$ cat config.mk
export PLATFORM = sky130hd
export DESIGN_NAME = ccd_pixel_capture
export DESIGN_NICKNAME = d
export VERILOG_FILES = /design/src/rtl/ccd_pixel_capture.sv
export SDC_FILE = /design/constraint.sdc
export NUM_CORES = 1
export LEC_CHECK = 0
export CORE_UTILIZATION = 65
export DETAILED_ROUTE_END_ITERATION = 7
export PLACE_DENSITY = 0.85
export SYNTH_ARGS = -nofsm -noshare
export SYNTH_HDL_FRONTEND = slang
export SYNTH_SLANG_ARGS = --single-unit
$ cat constraint.sdc
create_clock -name clk_50m -period 4.76 [get_ports clk_50m]
set_input_delay 0.476 -clock clk_50m [delete_from_list [all_inputs] [get_ports clk_50m]]
set_output_delay 0.476 -clock clk_50m [all_outputs]
set_load 0.03 [all_outputs]
$ cat src/rtl/ccd_pixel_capture.sv
// Receive side of the linear-CCD interface: tracks Master/ICG, samples the ADC once per
// pixel, drops the leading dummy pixels and streams active pixels out of a small FWFT FIFO.
module ccd_pixel_capture #(
    parameter int DATA_W         = 12,
    parameter int MASTER_PER_PIX = 4,
    parameter int SAMPLE_PHASE   = 2,
    parameter int DUMMY_LEAD     = 32,
    parameter int ACTIVE_PIX     = 3648,
    parameter int FIFO_DEPTH     = 8
) (
    input  logic              clk_50m,
    input  logic              rst,
    input  logic              ccd_master,
    input  logic              ccd_icg,
    input  logic [DATA_W-1:0] adc_data,
    input  logic              cap_en,
    input  logic              clr_err,
    output logic              pix_valid,
    input  logic              pix_ready,
    output logic [DATA_W-1:0] pix_data,
    output logic              pix_first,
    output logic              pix_last,
    output logic              busy,
    output logic              overflow,
    output logic              frame_err
);
    // state | meaning
    // IDLE  | waiting for an ICG rise with cap_en=1
    // ARM   | frame armed, next Master rise is pixel 0 edge 0
    // RUN   | counting Master edges / pixels, sampling and pushing active pixels

    localparam int MW    = (MASTER_PER_PIX > 1) ? $clog2(MASTER_PER_PIX) : 1;
    localparam int TOTAL = DUMMY_LEAD + ACTIVE_PIX;
    localparam int PW    = (TOTAL > 1) ? $clog2(TOTAL) : 1;
    localparam int AW    = (FIFO_DEPTH > 1) ? $clog2(FIFO_DEPTH) : 1;

    localparam logic [MW-1:0] M_LAST  = MW'(MASTER_PER_PIX - 1);
    localparam logic [MW-1:0] M_SAMP  = MW'(SAMPLE_PHASE);
    localparam logic [PW-1:0] P_FIRST = PW'(DUMMY_LEAD);
    localparam logic [PW-1:0] P_LAST  = PW'(TOTAL - 1);
    localparam logic [AW:0]   C_FULL  = (AW+1)'(FIFO_DEPTH);

    typedef enum logic [1:0] {IDLE, ARM, RUN} state_t;

    state_t          state;
    logic [MW-1:0]   mcnt, mcnt_nx, sel_m;
    logic [PW-1:0]   pcnt, pcnt_nx, sel_p;
    logic [2:0]      master_sh, icg_sh;
    logic            master_rise, icg_rise;
    logic            edge0, run_edge, push, push_first, push_last, frame_end;

    logic [DATA_W+1:0] mem [FIFO_DEPTH];
    logic [AW-1:0]     wr_ptr, rd_ptr;
    logic [AW:0]       count;
    logic              full, pop, do_wr;

    always_ff @(posedge clk_50m or negedge rst) begin
        if (!rst) begin
            master_sh <= '0;
            icg_sh    <= '0;
        end else begin
            master_sh <= {master_sh[1:0], ccd_master};
            icg_sh    <= {icg_sh[1:0], ccd_icg};
        end
    end

    assign master_rise = master_sh[1] & ~master_sh[2];
    assign icg_rise    = icg_sh[1] & ~icg_sh[2];

    always_comb begin
        mcnt_nx = mcnt + 1'b1;
        pcnt_nx = pcnt;
        if (mcnt == M_LAST) begin
            mcnt_nx = '0;
            pcnt_nx = pcnt + 1'b1;
        end
    end

    // An ICG rise coinciding with a Master rise makes that Master rise pixel 0 edge 0.
    always_comb begin
        edge0      = master_rise & ((icg_rise & cap_en) | (state == ARM & ~icg_rise));
        run_edge   = master_rise & ~icg_rise & (state == RUN);
        sel_m      = edge0 ? '0 : mcnt_nx;
        sel_p      = edge0 ? '0 : pcnt_nx;
        push       = (edge0 | run_edge) & (sel_m == M_SAMP) & (sel_p >= P_FIRST);
        push_first = (sel_p == P_FIRST);
        push_last  = (sel_p == P_LAST);
        frame_end  = push & push_last;
    end

    always_ff @(posedge clk_50m or negedge rst) begin
        if (!rst) begin
            state <= IDLE;
            mcnt  <= '0;
            pcnt  <= '0;
        end else begin
            if (icg_rise) begin
                if (!cap_en)
                    state <= IDLE;
                else if (master_rise)
                    state <= RUN;
                else
                    state <= ARM;
                mcnt <= '0;
                pcnt <= '0;
            end else begin
                case (state)
                    ARM: if (master_rise) begin
                        state <= RUN;
                        mcnt  <= '0;
                        pcnt  <= '0;
                    end
                    RUN: if (master_rise) begin
                        mcnt <= mcnt_nx;
                        pcnt <= pcnt_nx;
                    end
                    default: ;
                endcase
            end
            // A dropped last word still ends the frame.
            if (frame_end)
                state <= IDLE;
        end
    end

    assign busy = (state != IDLE);

    always_ff @(posedge clk_50m or negedge rst) begin
        if (!rst) begin
            overflow  <= 1'b0;
            frame_err <= 1'b0;
        end else begin
            overflow  <= (overflow & ~clr_err) | (push & ~do_wr);
            frame_err <= (frame_err & ~clr_err) | (icg_rise & (state != IDLE));
        end
    end

    assign full  = (count == C_FULL);
    assign pop   = (count != '0) & pix_ready;
    assign do_wr = push & (~full | pop);

    always_ff @(posedge clk_50m or negedge rst) begin
        if (!rst) begin
            for (int i = 0; i < FIFO_DEPTH; i++)
                mem[i] <= '0;
            wr_ptr <= '0;
            rd_ptr <= '0;
            count  <= '0;
        end else begin
            if (do_wr) begin
                mem[wr_ptr] <= {push_first, push_last, adc_data};
                wr_ptr      <= wr_ptr + 1'b1;
            end
            if (pop)
                rd_ptr <= rd_ptr + 1'b1;
            case ({do_wr, pop})
                2'b10:   count <= count + 1'b1;
                2'b01:   count <= count - 1'b1;
                default: ;
            endcase
        end
    end

    assign pix_valid = (count != '0);
    assign pix_data  = pix_valid ? mem[rd_ptr][DATA_W-1:0] : '0;
    assign pix_first = pix_valid & mem[rd_ptr][DATA_W+1];
    assign pix_last  = pix_valid & mem[rd_ptr][DATA_W];

endmodule

==> results, run 1 <==
- The total negative slack is 0 ns.
- The peak supply drop is 302 µV.
- Setup violations remaining at the end of the flow were counted as 0.
- Wires add up to 16100 µm.
- Summing all flip-flop and latch instances after layout gives 3650 µm².
- The chip width is 108 µm.
- The path class of the tightest hold or removal check is input port to async pin.
- The post-detailed-route count of antenna-violating nets is 0.
- After synthesis, the share of flip-flops with an asynchronous set or reset is 100%.
- The number of optimization iterations in the first detailed-route pass is 5.
- The completed layout was analyzed and its total power is 3.19 mW.
- The number of hold buffers added after CTS was 0.
- The number of flops mapped to enable cells by yosys is 0.
- Counting every instance in the synthesized netlist gives 549.
- The number of DRC violations after detailed routing is 0.
- The power per cell area is 381 nW/µm².
- The critical-path cell with the highest stage delay is sky130_fd_sc_hd__a32oi_2.
- The number of buffers and inverters on the critical path is 1.
- STA puts the critical path data arrival time at 4.43 ns.
- The post-detailed-route via-to-cell ratio is 6.50.
- In this run the core area contains 38 standard-cell rows.
- Traced cell by cell, the critical path runs through ha_1, nand4_2, nor3_4, nand4_1, a32oi_2, a21oi_1, inv_1, ha_1, xor2_1, ha_1, a21oi_1, xor2_1, nor2_1, xor2_1.
- The repair_antennas step left the layout with diodes totalling 0.
- The pin count of the biggest net entering global routing is 112.
- The synthesized flop and latch total is 146.
- The area of the mapped netlist is 7350 µm².
- The count of final hold-check violations is 0.
- The clock root buffer is sky130_fd_sc_hd__clkbuf_16.
- The sequential-to-total area share from yosys stat is 49.7%.
- The largest stage delay on the critical path is 0.78 ns.
- At the later pin of the worst-skew pair, clock insertion delay measures 0.43 ns.
- The count of different cell masters after synthesis is 55.
- The depth of the worst register-to-register path is 14.
- The count of H-tree levels built during CTS is 4.
- The via count of the first global-routing pass is 4985.
- After clock tree synthesis, the clock-pin slew on the worst setup and hold paths is 0.06 ns.
- Averaged over all synthesized cells, the footprint is 13.4 µm².
- The die area is 11700 µm².
- The run finished with clean final reports.
- In the final layout, the multi-input gates occupy 3430 µm².
- The final-stage net count is 608.
- The number of buffer cells added on primary ports is 36.
- In the final routed layout, each cell accounts on average for 21.9 µm.
- After clock tree synthesis, the repair step resized 0 gates.
- The maximum achievable frequency is 0.242 GHz.
- The floorplan step defined a core boundary enclosing 10900 µm².
- The worst setup path category is register to register.
- The die height is 108 µm.
- The Yosys step of the flow raised 0 warnings.
- The worst reg2reg path endpoint is count[2].
- The final standard cell area without fillers is 8370 µm².
- On the final layout, the worst clock skew is 0.0134 ns.
- Along the worst path, the maximum fanout reaches 13.
- The wire-length estimate of the detail-placed layout is 9690 µm.
- For this configuration, the core starts out at a cell density of 67.2%.
- Cells fill 76.6% of the core in the end.
- For the pin with the worst max-slew slack, the measured transition is 1.05 ns.
- Across the run, the number of max-cap violations was 0.
- The final-report max-slew violation count is 0.
- The kind of cell with the highest combined delay along the critical path is compound AO/OA/AOI/OAI gates.
- The sort of element at the end of the critical path is a register.
- After global routing the overflow that remains totals 0.
- The area growth from synthesis to layout is 13.9%.
- 37 I/O pins were placed.
- In the layout the commonest cells are 145 x sky130_fd_sc_hd__dfrtp_1, 86 x sky130_fd_sc_hd__mux2_2, 35 x sky130_fd_sc_hd__clkdlybuf4s50_1.
- The filler cells instantiated in the layout total 651.
- TritonCTS built the clock tree.
- For this design the static power due to leakage is 3.81 nW.
- The startpoint identified for the worst register-to-register timing path is mcnt[0].
- The headroom to the max-slew limit is 30.2%.
- The worst setup path is launched from a register.
- In this run, CTS created clock tree buffers numbering 17.
- Setup repair after global routing left no endpoint under its margin.
- The longest clock path from root to sink contains 2 buffers.
- The most used flip-flop cell after synthesis is sky130_fd_sc_hd__dfrtp_1.
- The worst path required time is 5.06 ns.
- The number of buffers added for setup after CTS is 0.
- The first global-routing pass estimated 26300 µm of wire.
- The initial antenna violation count is 0.
- The placed cell area is 7790 µm².
- The ratio of final minimum period to clock period is 86.7%.
- The minimum setup slack among reg-to-reg paths is 0.63 ns.
- The total via count after detailed routing is 4778.
- After the first detailed-routing iteration, the DRC count stood at 315.
- The overall global routing resource usage is 30.5%.
- At the end of routability-driven placement, the weighted congestion stood at 0.899.
- The most frequent standard cell in the layout excluding fill and tap cells is sky130_fd_sc_hd__dfrtp_1.
- The post-route minimum period is 4.13 ns.
- Clock tree synthesis found a total of 146 sinks.
- Cells with a size suffix above 1 make up 32.6% of the layout.
- When the netlist entered floorplanning its net count stood at 575.
## worst max path at each step
stage,from,end,slack [ns],cells past startpoint
final,mcnt[0],count[2],0.63,14
after global routing,mcnt[0],count[2],0.28,14
after CTS,mcnt[0],count[2],0.66,14
after detailed placement,mcnt[0],count[2],0.75,14
after global placement,mcnt[0],count[2],0.97,14
after floorplan,mcnt[0],count[2],1.67,15
## metal layers
layer | share of wire, % | wire length [µm] | track usage [%] | vias up
li1 | - | - | - | 2094
met1 | 43 | 6900 | 41.4 | 2495
met2 | 50 | 7960 | 47.3 | 153
met3 | 4.8 | 765 | 7.05 | 36
met4 | 2.7 | 435 | 14.0 | 0
met5 | 0 | 0 | 0 | -
## cell usage after synthesis, types with 6 or more instances
library cell	count	area share [%]
sky130_fd_sc_hd__o21ai_0	22	1.5
sky130_fd_sc_hd__nand3_1	9	0.61
sky130_fd_sc_hd__mux2_2	86	13
sky130_fd_sc_hd__nand2_1	25	1.3
sky130_fd_sc_hd__nor3_1	8	0.54
sky130_fd_sc_hd__clkbuf_1	12	0.61
sky130_fd_sc_hd__mux2_4	18	3.7
sky130_fd_sc_hd__ha_1	7	1.2
sky130_fd_sc_hd__buf_4	11	1.1
sky130_fd_sc_hd__buf_2	6	0.41
sky130_fd_sc_hd__nor2_1	26	1.3
sky130_fd_sc_hd__xor2_1	7	0.83
sky130_fd_sc_hd__mux2i_1	23	3.1
sky130_fd_sc_hd__inv_1	19	0.97
sky130_fd_sc_hd__dfrtp_1	146	50
sky130_fd_sc_hd__mux4_2	28	8.6
sky130_fd_sc_hd__xnor2_1	7	0.83
sky130_fd_sc_hd__a21oi_1	8	0.54
## registers in the layout (all words and copies together), names as in the netlist
name,flops
wr_ptr,3
mcnt,2
icg_sh,3
count,4
master_sh,3
rd_ptr,3
pcnt,12
overflow,1
frame_err,1
mem,112
state,2
## worst reg2reg max path, delay by kind of cell (launching register included)
family / cells / cell delay, ns
simple gates: 4 / 0.93
xor+xnor: 3 / 0.41
compound gates: 3 / 1.27
flops: 1 / 0.39
fa+ha+maj: 3 / 0.87
buf+inv: 1 / 0.17
## through the flow
step	instances	hold slack, ns	worst slack [ns]
CTS	735	0.221	0.663
global route	735	0.262	0.277
detailed placement	703	0.339	0.752
finish	735	0.182	0.634
global placement	703	0.335	0.971
floorplan	549	0.180	1.67
## cells by family after synthesis
logic type / count (synthesis) / share of synthesized area (%)
AOI/OAI and AO/OA: 65 / 6.72
xor gates and xnor gates: 15 / 1.89
adders and majority gates: 7 / 1.19
buffers and inverters: 53 / 3.68
DFF: 146 / 49.7
muxes: 158 / 29.0
and+or+nand+nor: 105 / 7.80
## power by group
part           total [mW]  switching, mW  internal (mW)  leakage [nW]
Combinational       0.408          0.185          0.223          1.56
Clock                1.33          0.526          0.803         0.286
Sequential           1.46          0.176           1.28          1.96
## layout make-up
cell class,count,share of cell area [%]
inverter,19,0.852
tap,140,2.09
timing repair buffer,48,5.39
multi-input combinational,350,41.0
clock inverter,11,1.52
clock buffer,21,5.50
sequential,146,43.6
Note: power is estimated with default switching activity, not from simulation.
==> inputs of run 2 (changes only) <==
GPL_TIMING_DRIVEN = 0   (was unset)
PLACE_DENSITY = unset   (was 0.85)
PLACE_DENSITY_LB_ADDON = 0.25   (was unset)
==> run 2 against run 1 <==
  * Sequential cell count unchanged
  * Non-clock buffer count up 23
  * Core utilization up 1.5 points
  * Sequential power down 9.6%
  * Die area unchanged
  * Clock power up 5%
  * Fmax up 3.4%
  * First-iteration DRC count up 4.1%
  * Sequential share of layout area down 0.85 points
==> results, run 2 (synthesis gave the netlist of run 1 again) <==
- The top-level port count came to 37 (unchanged).
- The total of max-cap violations was 0 (unchanged).
- The register with the most flip-flops in the final layout is mem.
- The detailed-route wire length per cell was 22.2 µm (+1.7%).
- The total wire length came to 16800 µm (+4.8%).
- The final standard cell area without fillers is 8540 µm² (+1.9%).
- The remaining global-route overflow is 0 (unchanged).
- The chip width is 108 µm (unchanged).
- The static leakage is 3.90 nW (+2.4%).
- The count of final hold-check violations was 0 (unchanged).
- The count of placed standard cells in the final layout, fillers left out is 758 (+3.1%).
- The die height is 108 µm (unchanged).
- The largest fanout on the critical path is 10 (-3).
- The worst path required time was 4.28 ns (-0.78 ns).
- The first-pass GRT wire length came to 26900 µm (+2.3%).
- The number of buffers added for setup after CTS is 0 (unchanged).
- The overall global routing resource usage is 31.8% (+1.3 points).
- The number of gates resized after cts is 0 (unchanged).
- The post-detailed-route via-to-cell ratio is 6.33 (-2.6%).
- The ratio of final minimum period to clock period is 83.8% (-2.9 points).
- On the critical path the largest part of the delay comes from buffers and inverters.
- Setup repair after global routing left no endpoint under its margin.
- The headroom to the max-slew limit was 28.1% (-2.1 points).
- The maximum achievable frequency was 0.251 GHz (+3.4%).
- The cell count after placement is 726 (+3.3%).
- In the final layout, the registers with the most flip-flops are mem: 112 flops, pcnt: 12 flops, count: 4 flops.
- The signal arrival time at the worst endpoint is 3.51 ns (-0.92 ns).
- The clock input transition at the sequential cells of the worst setup and hold paths was 0.06 ns (about the same).
- The peak supply drop is 437 µV (+45%).
- The clock latency on the worst-skew pair is 0.43 ns (about the same).
- The largest buffer count on any clock path came to 2 (unchanged).
- The post-detailed-placement half-perimeter wirelength is 10300 µm (+6.7%).
- The diode insertion count for antenna repair is 0 (unchanged).
- The clock net sink count is 146 (unchanged).
- The number of flip-flops under the largest register name came to 112 (unchanged).
- The total negative slack came to 0 ns (unchanged).
- The clock tree skew after final layout is 0.0130 ns (-0.000415 ns).
- The signal on the critical path passes through buf_2, buf_1, mux4_2, mux2i_1, nor2_1, clkdlybuf4s50_1.
- The pin count of the biggest net entering global routing was 75 (-33%).
- The measured slew at the worst slew-check pin is 1.08 ns (+0.0311 ns).
- The count of H-tree levels built during CTS came to 4 (unchanged).
- The power per cell area was 387 nW/µm² (+1.6%).
- The total of hold buffers inserted after clock tree synthesis is 0 (unchanged).
- The worst setup path is captured at an output pin.
- The die area is 11700 µm² (unchanged).
- The largest stage delay on the critical path is 0.85 ns (+0.07 ns).
- The effective utilization at floorplan came to 67.2% (unchanged).
- The post-route minimum period came to 3.99 ns (-0.137 ns).
- The launch point of the worst reg-to-reg path is mcnt[0].
- The last weighted congestion value of the routability-driven placer is 0.874 (-2.8%).
- The cell count along the critical path was 6 (-8).
- The most frequent standard cell in the layout excluding fill and tap cells is sky130_fd_sc_hd__dfrtp_1.
- The number of buffers created by CTS is 17 (unchanged).
- The share of cells above drive strength 1 is 32.8% (+0.24 points).
- The top cell types in the final layout, fill and taps aside, are 146 x sky130_fd_sc_hd__dfrtp_1, 86 x sky130_fd_sc_hd__mux2_2, 35 x sky130_fd_sc_hd__clkdlybuf4s50_1.
- The start point of the critical path is rd_ptr[0].
- The largest individual stage delay along the critical path comes from the cell sky130_fd_sc_hd__buf_1.
- The number of DRC violations after detailed routing is 0 (unchanged).
- The final setup violation count is 0 (unchanged).
- The initial antenna violation count is 0 (unchanged).
- The TritonCTS clock tree is built.
- The via count of the first global-routing pass is 4988 (+0.060%).
- The area growth from synthesis to layout is 16.1%.
- The total via count after detailed routing is 4797 (+0.40%).
- The tree is rooted in a sky130_fd_sc_hd__clkbuf_16.
- The min-delay analysis places its worst path in the category input port to async pin.
- The final-stage net count is 631 (+3.8%).
- The number of buffers and inverters on the critical path is 3 (+2).
- The final-report max-slew violation count was 0 (unchanged).
- The number of rows in the core area is 38 (unchanged).
- The number of DRC markers after the initial detailed-route iteration is 328 (+4.1%).
- The worst hold slack is 0.0408 ns (-0.141 ns).
- STA classifies the critical path startpoint as a register.
- The depth of the worst register-to-register path came to 14 (unchanged).
- The overall power consumption is 3.31 mW (+3.6%).
- The placed cell area was 7920 µm² (+1.7%).
- The critical path in this run is classified as register to output pin.
- The placeable core region came to 10900 µm² (unchanged).
- The number of optimization iterations in the first detailed-route pass is 5 (unchanged).
- The post-detailed-route count of antenna-violating nets came to 0 (unchanged).
- The flow ran to the end, and the final reports show no timing, DRC or antenna violations.
- The number of buffer cells added on primary ports is 36 (unchanged).
==> run 2: path summary, 6_finish.rpt <==
check | end | slack [ns]
min reg2reg | master_sh[1] | 0.34
min | pcnt[6] | 0.04
max | pix_data[6] | 0.77
max reg2reg | count[3] | 1.02
max in group asynchronous | mem[75] | 3.93
min in group clk_50m | master_sh[1] | 0.34
==> run 2: layer usage <==
layer  part of all wire, %  GRT usage [%]  wire, µm
met1                    44           43.6      7370
met2                    50           49.9      8370
met3                   4.7           7.47       798
met4                   1.8           12.4       296
met5                     0              0         0
==> run 2: power by group <==
part,internal (mW),switching [mW]
Sequential,1.28,0.0386
Clock,0.847,0.547
Combinational,0.230,0.363
==> run 2: area by class of cell <==
| class | count | area (µm²) |
|---|---|---|
| flip-flops and latches | 146 | 3650 |
| well taps | 140 | 175 |
| clock buffers | 19 | 443 |
| fillers | 630 | 2400 |
| clock inverters | 13 | 173 |
| repair buffers | 37 | 389 |
| plain buffers | 34 | 199 |
| multi-input cells | 350 | 3430 |
| inverters | 19 | 71.3 |
==> run 2: metrics by stage <==
stage / setup WS, ns / utilization (%)
finish: 0.771 / 78.1
detailed placement: 1.19 / 72.4
global route: 0.530 / 78.1
floorplan: 1.67 / -
global placement: -2.26 / 72.1
CTS: 0.725 / 78.0
==> run 2: worst register-to-register path, stage by stage (launching register included) <==
cell and delay (ns):
sky130_fd_sc_hd__dfrtp_1 0.39, sky130_fd_sc_hd__ha_1 0.25, sky130_fd_sc_hd__nand4_2 0.28, sky130_fd_sc_hd__nor3_4 0.36, sky130_fd_sc_hd__mux2i_1 0.30, sky130_fd_sc_hd__a32oi_2 0.13, sky130_fd_sc_hd__buf_6 0.20, sky130_fd_sc_hd__a21oi_1 0.33
sky130_fd_sc_hd__inv_1 0.16, sky130_fd_sc_hd__ha_1 0.27, sky130_fd_sc_hd__nor4bb_1 0.37, sky130_fd_sc_hd__a21oi_1 0.12, sky130_fd_sc_hd__o22a_1 0.23, sky130_fd_sc_hd__nor2_1 0.12, sky130_fd_sc_hd__xor2_1 0.16
==> inputs of run 3 (changes only) <==
CORE_UTILIZATION = 60   (was 65)
clock period = 3.9 ns   (was 4.76 ns; I/O delays follow)
==> run 3 against run 2 <==
  * Final cell count is 0.79% higher
  * Critical path type unchanged
  * Clock power is 10% higher
  * Clock skew is 0.0050 ns lower
  * Largest cell class unchanged
  * Clock-buffer cell count is 8 higher
  * Sequential cell count stayed put
  * Design area is 0.41% lower
  * Wire length is 6.2% lower
  * Sequential power is 22% higher
==> results, run 3 (synthesis gave the netlist of run 1 again) <==
- The clock tree skew after final layout is 0.00801 ns (-0.00497 ns).
- The diode insertion count for antenna repair is 0 (unchanged).
- The hold path depth is 0.
- The final-stage net count is 631 (unchanged).
- The worst slack at placement is 0.220 ns (-0.973 ns).
- The pin count of the biggest net entering global routing came to 106 (+41%).
- The overall global routing resource usage is 27.6% (-4.2 points).
- The clock latency on the worst-skew pair is 0.42 ns (about the same).
- The end of the worst hold path is master_sh[1].
- The number of flip-flops under the largest register name is 112 (unchanged).
- The top-level port count is 37 (unchanged).
- The post-detailed-placement half-perimeter wirelength is 10200 µm (-1.1%).
- The worst path required time was 3.51 ns (-0.77 ns).
- In this run the clock root is driven by a sky130_fd_sc_hd__clkbuf_16.
- The remaining global-route overflow is 0 (unchanged).
- The number of DRC violations after detailed routing is 0 (unchanged).
- The area growth from synthesis to layout is 15.7%.
- The die area was 12700 µm² (+8.2%).
- The clock input transition at the sequential cells of the worst setup and hold paths came to 0.06 ns (about the same).
- The final standard cell area without fillers is 8500 µm² (-0.41%).
- More flip-flops sit in one register than any other, and that register is mem.
- The largest fanout on the critical path was 10 (unchanged).
- The worst register-to-register path begins at mcnt[0].
- For this run, the top clock speed supported by timing is 0.285 GHz.
- The placeable core region is 12000 µm² (+9.4%).
- The clock net sink count is 146 (unchanged).
- The detailed-route wire length per cell is 20.7 µm (-6.9%).
- The number of buffers created by CTS is 17 (unchanged).
- The cell count after placement is 733 (+0.96%).
- The initial antenna violation count is 0 (unchanged).
- The worst hold slack is 0.348 ns (+0.307 ns).
- The share of cells above drive strength 1 is 32.3% (-0.60 points).
- The share of total power consumed by net switching is 27.4% (-1.3 points).
- The post-route minimum period is 3.51 ns.
- The total of max-cap violations is 0 (unchanged).
- In the layout the commonest cells are 146 x sky130_fd_sc_hd__dfrtp_1, 86 x sky130_fd_sc_hd__mux2_2, 35 x sky130_fd_sc_hd__clkdlybuf4s50_1.
- The final-report max-slew violation count came to 0 (unchanged).
- The total net switching power was 1.05 mW (+11%).
- The last weighted congestion value of the routability-driven placer is 0.864 (-1.1%).
- The peak supply drop came to 371 µV (-15%).
- The post-detailed-route via-to-cell ratio is 6.22 (-1.7%).
- The worst hold path class is register to register.
- The placed cell area is 7920 µm² (+0.11%).
- The chip width is 113 µm (+4.0%).
- The first-pass GRT wire length is 26200 µm (-2.7%).
- STA classifies the critical path endpoint as an output pin.
- The effective utilization at floorplan is 61.5% (-5.8 points).
- The depth of the worst register-to-register path is 15 (+1).
- The signal arrival time at the worst endpoint is 3.12 ns (-0.39 ns).
- The library cell used most frequently in the layout, excluding fill and tap cells, is sky130_fd_sc_hd__dfrtp_1.
- The count of placed standard cells in the final layout, fillers left out is 764 (+0.79%).
- The final worst setup slack is 0.393 ns (-0.379 ns).
- The minimum setup slack among reg-to-reg paths is 0.41 ns (-0.61 ns).
- The via count of the first global-routing pass is 4901 (-1.7%).
- The total wire length is 15800 µm (-6.2%).
- The ratio of final minimum period to clock period is 89.9%.
- The run finished with clean final reports.
- The clock network power share is 39.8% (-2.4 points).
- The count of final hold-check violations was 0 (unchanged).
- The startpoint of the tightest hold check path is master_sh[0].
- The count of H-tree levels built during CTS is 4 (unchanged).
- The worst reg2reg path endpoint is count[2].
- The total negative slack is 0 ns (unchanged).
- The largest registers in the layout are mem: 112 flops, pcnt: 12 flops, count: 4 flops.
- The startpoint type of the worst setup path is a register.
- The final setup violation count came to 0 (unchanged).
- The sequential share of power is 42.0% (+2.1 points).
- The total via count after detailed routing is 4755 (-0.88%).
- The post-detailed-route count of antenna-violating nets is 0 (unchanged).
- The number of buffers added for setup after CTS came to 0 (unchanged).
- The largest buffer count on any clock path is 2 (unchanged).
- The headroom to the max-slew limit is 36.2% (+8.0 points).
- The TritonCTS clock tree is built.
- The portion of total power attributed to combinational logic is 18.2% (+0.3 points).
- Setup repair after global routing left no endpoint under its margin.
- The number of buffer cells added on primary ports is 36 (unchanged).
- The worst setup path category is register to output pin.
- The static leakage is 3.88 nW (-0.39%).
- The number of DRC markers after the initial detailed-route iteration is 275 (-16%).
- The overall power consumption was 3.83 mW (+16%).
- The share of the core filled with cells in the final layout is 71.1% (-7.0 points).
- The measured slew at the worst slew-check pin is 0.958 ns (-0.120 ns).
- The die height was 113 µm (+4.0%).
- The number of optimization iterations in the first detailed-route pass came to 5 (unchanged).
- The number of rows in the core area was 40 (+5.3%).
- The power per cell area came to 451 nW/µm² (+16%).
- The design internal power came to 2.78 mW (+18%).
[run 3: changes by cell type in the layout (fill, tap and decap cells not counted), sizes merged]
cell and delta:
clkbuf +8, inv -5, bufinv -2, buf -1, clkinv -1, clkinvlp -1
dlygate4sd3 +1
[run 3: final cells by class]
class / count / area, µm²
Clock buffer: 27 / 503
Sequential cell: 146 / 3650
Fill cell: 817 / 3460
Timing Repair Buffer: 38 / 399
Clock inverter: 4 / 48.8
Inverter: 19 / 71.3
Buffer: 33 / 196
Tap cell: 147 / 184
Multi-Input combinational cell: 350 / 3450
[run 3: timing repair]
item / in CTS / in global routing
endpoints found under the hold margin: 41 / 0
resized for setup: 0 / 6
setup endpoints to repair: 9 / 12
hold buffers: 1 / 0
pin swaps: 0 / 0
[run 3: layer usage]
metal / track usage, % / routed length (µm) / vias up
li1: - / - / 2141
met1: 38.5 / 7160 / 2486
met2: 43.1 / 7730 / 109
met3: 5.99 / 692 / 19
met4: 10.1 / 221 / 0
met5: 0 / 0 / -
[run 3: power by group through the flow]
stage | clock, mW | combinational, mW | sequential [mW]
floorplan | 0 | 0.471 | 1.62
global placement | 0 | 0.692 | 1.63
detailed placement | 0 | 0.714 | 1.63
CTS | 1.54 | 0.711 | 1.61
global route | 1.61 | 0.764 | 1.62
finish | 1.53 | 0.698 | 1.61
[run 3: critical path, cell delays in order (launching register included)]
cell and delay (ns):
sky130_fd_sc_hd__dfrtp_1 0.38, sky130_fd_sc_hd__clkbuf_1 0.60, sky130_fd_sc_hd__clkbuf_2 0.47, sky130_fd_sc_hd__mux4_2 0.37, sky130_fd_sc_hd__mux2i_1 0.18, sky130_fd_sc_hd__nor2_1 0.07, sky130_fd_sc_hd__clkdlybuf4s50_1 0.62
[run 3: how the worst max path moves through the flow]
stage               depth (start not counted)  slack [ns]      endpoint       from
global route                               16        0.09      count[2]    pcnt[1]
detailed placement                         15        0.22      count[2]    mcnt[0]
finish                                      6        0.39   pix_data[8]  rd_ptr[1]
floorplan                                  15        0.81      count[2]    mcnt[0]
CTS                                         6        0.09  pix_data[10]  rd_ptr[1]
global placement                            1       -3.09       mem[91]        rst
